**config.mk**
```make
export PLATFORM = sky130hd
export DESIGN_NAME = ysyx_22050243_ifu_fetch_ctrl_flat
export DESIGN_NICKNAME = d
export VERILOG_FILES = /design/src/rtl/ysyx_22050243_pkg.sv /design/src/rtl/ysyx_22050243_ifu_fetch_ctrl_if.sv /design/src/rtl/ysyx_22050243_if_skid.sv /design/src/rtl/ysyx_22050243_ifu_fetch_ctrl.sv /design/src/flat_wrapper.sv
export SDC_FILE = /design/constraint.sdc
export NUM_CORES = 1
export LEC_CHECK = 0
export CORE_AREA = 2 2 143 145
export CTS_CLUSTER_DIAMETER = 200
export DETAILED_ROUTE_END_ITERATION = 8
export DIE_AREA = 0 0 145 147
export GPL_ROUTABILITY_DRIVEN = 0
export GPL_TIMING_DRIVEN = 0
export PLACE_DENSITY = 0.74
export SYNTH_ARGS = -nofsm -noshare
export SYNTH_HDL_FRONTEND = slang
export SYNTH_SLANG_ARGS = --single-unit
```
**constraint.sdc**
```tcl
create_clock -name clk -period 2.1 [get_ports clk]
set_input_delay 0.21 -clock clk [delete_from_list [all_inputs] [get_ports clk]]
set_output_delay 0.21 -clock clk [all_outputs]
set_load 0.02 [all_outputs]
```
**src/rtl/ysyx_22050243_pkg.sv**
```systemverilog
// rtl/ysyx_22050243_pkg.sv - shared IF/ID constants and fetch-state enum
package ysyx_22050243_pkg;

  localparam int unsigned IBUS_ADDR_W = 32;
  localparam int unsigned IBUS_DATA_W = 32;
  localparam logic [31:0] RESET_PC    = 32'h8000_0000;
  localparam logic [31:0] INST_NOP    = 32'h0000_0013;

  typedef enum logic [1:0] {
    FS_IDLE  = 2'd0,
    FS_FETCH = 2'd1,
    FS_WAIT  = 2'd2,
    FS_HOLD  = 2'd3
  } fetch_state_e;

endpackage

```
**src/rtl/ysyx_22050243_ifu_fetch_ctrl_if.sv**
```systemverilog
// rtl/ysyx_22050243_ifu_fetch_ctrl_if.sv - instruction bus request/response bundle
interface ysyx_22050243_ifu_fetch_ctrl_if #(
  parameter int unsigned ADDR_W = 32,
  parameter int unsigned DATA_W = 32
);
  logic              req_valid;
  logic              req_ready;
  logic [ADDR_W-1:0] addr;
  logic              resp_valid;
  logic [DATA_W-1:0] resp_data;

  modport master (output req_valid, addr, input req_ready, resp_valid, resp_data);
  modport slave  (input req_valid, addr, output req_ready, resp_valid, resp_data);
endinterface

```
**src/rtl/ysyx_22050243_if_skid.sv**
```systemverilog
// rtl/ysyx_22050243_if_skid.sv - single-entry instruction+pc skid buffer
module ysyx_22050243_if_skid #(
  parameter int unsigned AW = 32,
  parameter int unsigned DW = 32
) (
  input  logic          clk,
  input  logic          rst_n,
  input  logic          load,
  input  logic          clear,
  input  logic [DW-1:0] load_inst,
  input  logic [AW-1:0] load_pc,
  output logic          valid,
  output logic [DW-1:0] inst,
  output logic [AW-1:0] pc
);
  logic          valid_q, valid_d;
  logic [DW-1:0] inst_q, inst_d;
  logic [AW-1:0] pc_q, pc_d;

  always_comb begin
    valid_d = valid_q;
    inst_d  = inst_q;
    pc_d    = pc_q;
    if (clear) valid_d = 1'b0;
    if (load) begin
      valid_d = 1'b1;
      inst_d  = load_inst;
      pc_d    = load_pc;
    end
  end

  always_ff @(posedge clk or negedge rst_n) begin
    if (!rst_n) begin
      valid_q <= 1'b0;
      inst_q  <= '0;
      pc_q    <= '0;
    end else begin
      valid_q <= valid_d;
      inst_q  <= inst_d;
      pc_q    <= pc_d;
    end
  end

  assign valid = valid_q;
  assign inst  = inst_q;
  assign pc    = pc_q;
endmodule

```
**src/rtl/ysyx_22050243_ifu_fetch_ctrl.sv**
```systemverilog
// rtl/ysyx_22050243_ifu_fetch_ctrl.sv - PC owner, one-outstanding fetch FSM, IF/ID slot
module ysyx_22050243_ifu_fetch_ctrl #(
  parameter int unsigned IBUS_ADDR_WIDTH = 32,
  parameter int unsigned IBUS_DATA_WIDTH = 32,
  parameter logic [IBUS_ADDR_WIDTH-1:0] RESET_PC = IBUS_ADDR_WIDTH'(ysyx_22050243_pkg::RESET_PC)
) (
  input  logic                              clk,
  input  logic                              rst_n,
  input  logic                              stall_id,
  input  logic                              redirect_valid,
  input  logic [IBUS_ADDR_WIDTH-1:0]        redirect_pc,
  ysyx_22050243_ifu_fetch_ctrl_if.master    ibus,
  output logic                              inst_valid,
  output logic [IBUS_DATA_WIDTH-1:0]        inst,
  output logic [IBUS_ADDR_WIDTH-1:0]        inst_pc
);
  import ysyx_22050243_pkg::*;

  fetch_state_e               state_q, state_d;
  logic [IBUS_ADDR_WIDTH-1:0] pc_q, pc_d;
  logic                       drop_q, drop_d;
  logic                       req_valid_q, req_valid_d;
  logic                       inst_valid_q, inst_valid_d;
  logic [IBUS_DATA_WIDTH-1:0] inst_q, inst_d;
  logic [IBUS_ADDR_WIDTH-1:0] inst_pc_q, inst_pc_d;

  logic                       skid_load, skid_clear, skid_valid;
  logic [IBUS_DATA_WIDTH-1:0] skid_inst;
  logic [IBUS_ADDR_WIDTH-1:0] skid_pc;
  logic                       slot_free, req_fire;

  ysyx_22050243_if_skid #(.AW(IBUS_ADDR_WIDTH), .DW(IBUS_DATA_WIDTH)) u_skid (
    .clk       (clk),
    .rst_n     (rst_n),
    .load      (skid_load),
    .clear     (skid_clear),
    .load_inst (ibus.resp_data),
    .load_pc   (pc_q),
    .valid     (skid_valid),
    .inst      (skid_inst),
    .pc        (skid_pc)
  );

  always_comb begin
    state_d      = state_q;
    pc_d         = pc_q;
    drop_d       = drop_q;
    inst_valid_d = inst_valid_q;
    inst_d       = inst_q;
    inst_pc_d    = inst_pc_q;
    skid_load    = 1'b0;
    skid_clear   = 1'b0;
    slot_free    = !inst_valid_q || !stall_id;
    req_fire     = req_valid_q && ibus.req_ready;

    if (!stall_id) inst_valid_d = 1'b0;

    if (redirect_valid) begin
      // A request accepted or still in flight must have its response swallowed.
      pc_d         = {redirect_pc[IBUS_ADDR_WIDTH-1:1], 1'b0};
      inst_valid_d = 1'b0;
      skid_clear   = 1'b1;
      drop_d       = 1'b0;
      state_d      = FS_FETCH;
      if ((state_q == FS_WAIT && !ibus.resp_valid) || (state_q == FS_FETCH && req_fire)) begin
        drop_d  = 1'b1;
        state_d = FS_WAIT;
      end
    end else begin
      case (state_q)
        FS_IDLE:  state_d = FS_FETCH;
        FS_FETCH: if (req_fire) state_d = FS_WAIT;
        FS_WAIT: begin
          if (ibus.resp_valid) begin
            state_d = FS_FETCH;
            if (drop_q) begin
              drop_d = 1'b0;
            end else if (slot_free) begin
              inst_valid_d = 1'b1;
              inst_d       = ibus.resp_data;
              inst_pc_d    = pc_q;
              pc_d         = pc_q + IBUS_ADDR_WIDTH'(4);
            end else begin
              skid_load = 1'b1;
              pc_d      = pc_q + IBUS_ADDR_WIDTH'(4);
              state_d   = FS_HOLD;
            end
          end
        end
        FS_HOLD: begin
          if (!stall_id && skid_valid) begin
            inst_valid_d = 1'b1;
            inst_d       = skid_inst;
            inst_pc_d    = skid_pc;
            skid_clear   = 1'b1;
            state_d      = FS_FETCH;
          end
        end
        default: state_d = FS_IDLE;
      endcase
    end

    req_valid_d = (state_d == FS_FETCH);
  end

  always_ff @(posedge clk or negedge rst_n) begin
    if (!rst_n) begin
      state_q      <= FS_IDLE;
      pc_q         <= RESET_PC;
      drop_q       <= 1'b0;
      req_valid_q  <= 1'b0;
      inst_valid_q <= 1'b0;
      inst_q       <= '0;
      inst_pc_q    <= '0;
    end else begin
      state_q      <= state_d;
      pc_q         <= pc_d;
      drop_q       <= drop_d;
      req_valid_q  <= req_valid_d;
      inst_valid_q <= inst_valid_d;
      inst_q       <= inst_d;
      inst_pc_q    <= inst_pc_d;
    end
  end

  assign ibus.req_valid = req_valid_q;
  assign ibus.addr      = pc_q;
  assign inst_valid     = inst_valid_q;
  assign inst           = inst_q;
  assign inst_pc        = inst_pc_q;
endmodule

```
**src/flat_wrapper.sv**
```systemverilog
// flat-port wrapper written by rule: the top's interface ports become plain ports
module ysyx_22050243_ifu_fetch_ctrl_flat import ysyx_22050243_pkg::*;
#(
  parameter int unsigned IBUS_ADDR_WIDTH = 32,
  parameter int unsigned IBUS_DATA_WIDTH = 32,
  parameter logic [IBUS_ADDR_WIDTH-1:0] RESET_PC = IBUS_ADDR_WIDTH'(ysyx_22050243_pkg::RESET_PC)
)
  (clk, rst_n, stall_id, redirect_valid, redirect_pc, inst_valid, inst, inst_pc, ibus_req_valid, ibus_addr, ibus_req_ready, ibus_resp_valid, ibus_resp_data);
  ysyx_22050243_ifu_fetch_ctrl_if #(.ADDR_W(32), .DATA_W(32)) ibus_i ();
  input  logic clk;
  input  logic rst_n;
  input  logic stall_id;
  input  logic redirect_valid;
  input  logic [IBUS_ADDR_WIDTH-1:0] redirect_pc;
  output logic inst_valid;
  output logic [IBUS_DATA_WIDTH-1:0] inst;
  output logic [IBUS_ADDR_WIDTH-1:0] inst_pc;
  output wire logic [$bits(ibus_i.req_valid)-1:0] ibus_req_valid;
  output wire logic [$bits(ibus_i.addr)-1:0] ibus_addr;
  input wire logic [$bits(ibus_i.req_ready)-1:0] ibus_req_ready;
  input wire logic [$bits(ibus_i.resp_valid)-1:0] ibus_resp_valid;
  input wire logic [$bits(ibus_i.resp_data)-1:0] ibus_resp_data;
  assign ibus_req_valid = ibus_i.req_valid;
  assign ibus_addr = ibus_i.addr;
  assign ibus_i.req_ready = ibus_req_ready;
  assign ibus_i.resp_valid = ibus_resp_valid;
  assign ibus_i.resp_data = ibus_resp_data;
  ysyx_22050243_ifu_fetch_ctrl #(.IBUS_ADDR_WIDTH(IBUS_ADDR_WIDTH), .IBUS_DATA_WIDTH(IBUS_DATA_WIDTH), .RESET_PC(RESET_PC)) u_core (.clk(clk), .rst_n(rst_n), .stall_id(stall_id), .redirect_valid(redirect_valid), .redirect_pc(redirect_pc), .ibus(ibus_i), .inst_valid(inst_valid), .inst(inst), .inst_pc(inst_pc));
endmodule
```
==> results.cfg <==
[synthesis]
yosys_warnings = 0
synth_edf_count = 0
netlist_area_mm2 = 0.007572
synth_cell_types = 54
synthArstFlopShare_pct = 100.0
seq_area_frac_synth_pct = 53.88
avgSynthCellArea_um2 = 12.99
synth-seq-cells = 163
synth-main-ff-cell = dfrtp_1
synth_cells = 583

[clock_tree]
clk_pin_slew_ns = 0.07
cts_tree = done
clockRootBuffer = clkbuf_16
clock_latency_ns = 0.42
clock-sinks = 163
cts_htree_levels = 4
cts_buffer_depth = 2
cts_buffers = 17

[layout]
nFillCells = 1731
diodes = 0
final_cells = 1062
nNetsFinal = 850
drive_above_1_share_pct = 35.98
syn2layout_area_growth_pct = 37.52

[floorplan]
start_util_pct = 38.16
die_h_um = 147
die_width_um = 145
io_pins = 168
core.rowCount = 52
core-area_mm2 = 0.01984
dieArea_mm2 = 0.02132

[worst_setup_path]
worstSetupPathType = flip-flop to flip-flop
cp-end-kind = flip-flop
required_ns = 2.44
path_max_fanout = 10
cp.arrival_ns = 2.37
startpoint_type = flip-flop

[global_route]
grt_max_degree = 104
grt_use_total_pct = 17.93
grt_pass1_vias = 5514
antenna_found_initial = 1
grt_pass1_wl_um = 30130
grt_overflow = 0

[timing]
fin_crit_sh_pct = 96.68
rsz0062_at_grt = yes
drv_slew = 0
worstMarginPinSlew_ns = 0.6040
final.setup_skew_ns = 0.008578
fin_ws_ns = 0.06976
setup_viol = 0
slew_headroom_pct = 59.73
hold_viol = 0
fmax_mhz = 492.6
period_minus_slack_ns = 2.030

[drt]
first_pass_iters = 4
antenna_left = 0
drtIter0Drc = 290
routed_wl_um = 18610
post_drt_via_cell_ratio = 5.180
drc_errors = 0
wire_per_inst_um = 17.53
vias = 5501

[outcome]
status = complete, no violations

[worst_hold_path]
hold_path_class = input port to async pin

[run]
drv_cap = 0

[power_and_ir_drop]
peakVddDrop_mv = 0.6779
p_leak_nw = 4.556
pwr_density_cell_mw_per_mm2 = 1110

[placement]
dp_hpwl_um = 12970
numPortBuffers = 163
post-place-ws_ns = -0.8076
dp_cells = 1018
[final timing paths]
check                      depth (start not counted)                   start  slack, ns                      to
min                                                2                   rst_n       0.32     u_core.u_skid.pc[8]
max in group asynchronous                          3                   rst_n       0.91     u_core.ibus.addr[8]
max                                                6     u_core.ibus.addr[3]       0.07    u_core.ibus.addr[30]
min reg2reg                                        1  u_core.u_skid.inst[23]       0.48  u_core.u_skid.inst[23]
max reg2reg                                        6     u_core.ibus.addr[3]       0.07    u_core.ibus.addr[30]
min in group clk                                   3          redirect_pc[2]       0.36     u_core.ibus.addr[2]
[final cells by class]
class                   count  area (µm²)  share of cell area, %
inverters                   8       30.03                 0.2884
flip-flops and latches    163        4096                  39.34
multi-input cells         377        3354                  32.21
clock inverters            12       153.9                  1.478
plain buffers              36       202.7                  1.946
repair buffers            176        1782                  17.11
well taps                 270       337.8                  3.244
clock buffers              20       456.7                  4.385
[metal layers]
metal | GRT usage, % | up-vias | routed length, µm
met5 | 0 | - | 13
met4 | 5.495 | 2 | 282
met3 | 4.348 | 18 | 893
met2 | 29.26 | 154 | 9072
met1 | 23.79 | 2790 | 8350
li1 | - | 2537 | -
[placed cells by master (no fill, tap or decap), types with 3 or more instances in the layout]
master           synthesis  final
nor3_1                   5      5
clkbuf_2                 0      9
nor2_1                  20     20
dfrtp_2                  0     13
nand3_1                 12     12
buf_2                    9      6
nor4_1                   3      3
o21ai_0                 17     17
clkbuf_4                 0      7
and4_1                   3      3
clkbuf_1                22     11
nand2_1                 26     26
clkdlybuf4s50_1          0    162
xnor2_1                  7      7
clkinvlp_4               0      3
or4_4                    2      4
or3_1                    4      4
nand4_1                  6      6
or4_1                   15     13
a31oi_1                 16     16
dfrtp_1                162    149
mux2_1                   4      4
clkbuf_16                0     17
o31ai_1                 11     11
mux2_2                 186    186
inv_1                    7      7
a21oi_1                  5      5
bufinv_16                0      3
clkinv_2                 0      3
buf_4                    2     11
[cell families (layout without fill, tap and decap cells)]
| family | count (synthesis) | in the layout | share of synthesized area [%] |
|---|---|---|---|
| XOR/XNOR | 9 | 9 | 1.041 |
| AO/OA/AOI/OAI | 61 | 61 | 5.139 |
| other | 1 | 2 | 0.04952 |
| flip-flops | 163 | 163 | 53.88 |
| buffers and inverters | 44 | 252 | 2.627 |
| adder cells (fa/ha/maj) | 1 | 1 | 0.1652 |
| AND/OR/NAND/NOR | 113 | 113 | 8.708 |
| multiplexers | 191 | 191 | 28.39 |
[critical path, cell delays in order (launching register included)]
cell and delay (ns):
dfrtp_2 0.41, ha_4 0.16, nand3_4 0.10, or4_4 0.56, buf_6 0.16, or4_4 0.40
a31oi_1 0.17
[repair_timing]
item	CTS	global route
gates cloned	0	0
endpoints found under the setup margin	136	122
buffers inserted	5	6
hold endpoints to repair	60	0
gates resized for setup	17	29
pin swaps	1	5
hold buffers	1	0
[sequential cells by signal, indices dropped and copies added, names as in the netlist]
register and flops:
u_core.inst 32, u_core.u_skid.inst 32, u_core.ibus.addr 31, u_core.inst_pc 31, u_core.u_skid.pc 31, u_core.state_q 2, u_core.drop_q 1, u_core.ibus.req_valid 1
u_core.inst_valid 1, u_core.u_skid.valid 1
[stage by stage]
step                  TNS, ns  total power, mW  hold WS [ns]  util (%)  area [µm²]
floorplan                   0            6.484      -0.08559         -        7579
global placement     -1072.08            8.321        0.4643     48.11        9548
detailed placement     -88.37            8.373        0.1780     48.28        9580
CTS                 -0.002845            11.68        0.3367     51.89       10300
global route         -0.03758            12.16        0.3485     52.48       10410
finish                      0            11.56        0.3204     52.48       10410
[power breakdown]
group / internal, mW / total [mW] / switching (mW)
Combinational: 2.21 / 4.11 / 1.90
Sequential: 3.81 / 4.24 / 0.432
Clock: 1.94 / 3.21 / 1.28
Total: 7.96 / 11.6 / 3.61
[cell usage after synthesis (2+ instances only)]
cell	instances	area (µm²)
buf_2	9	45.04
a21oi_1	5	25.02
and4_1	3	26.28
inv_1	7	26.28
xor2_1	2	17.52
nand2_1	26	97.59
mux2_2	186	2095
nor4_1	3	18.77
nand4_2	2	25.02
o21a_1	2	15.01
a32oi_1	2	17.52
dfrtp_1	162	4054
buf_6	2	22.52
mux2_1	4	45.04
buf_4	2	15.01
o21ai_0	17	85.08
nand3_1	12	60.06
nand4_1	6	37.54
o221ai_1	2	17.52
clkbuf_1	22	82.58
or4_4	2	22.52
nor2_1	20	75.07
o31ai_1	11	82.58
nand3b_1	2	15.01
or4_1	15	112.6
a31oi_1	16	100.1
nor3_1	5	25.02
xnor2_1	7	61.31
or3_1	4	25.02
Note: power is estimated with default switching activity, not from simulation.
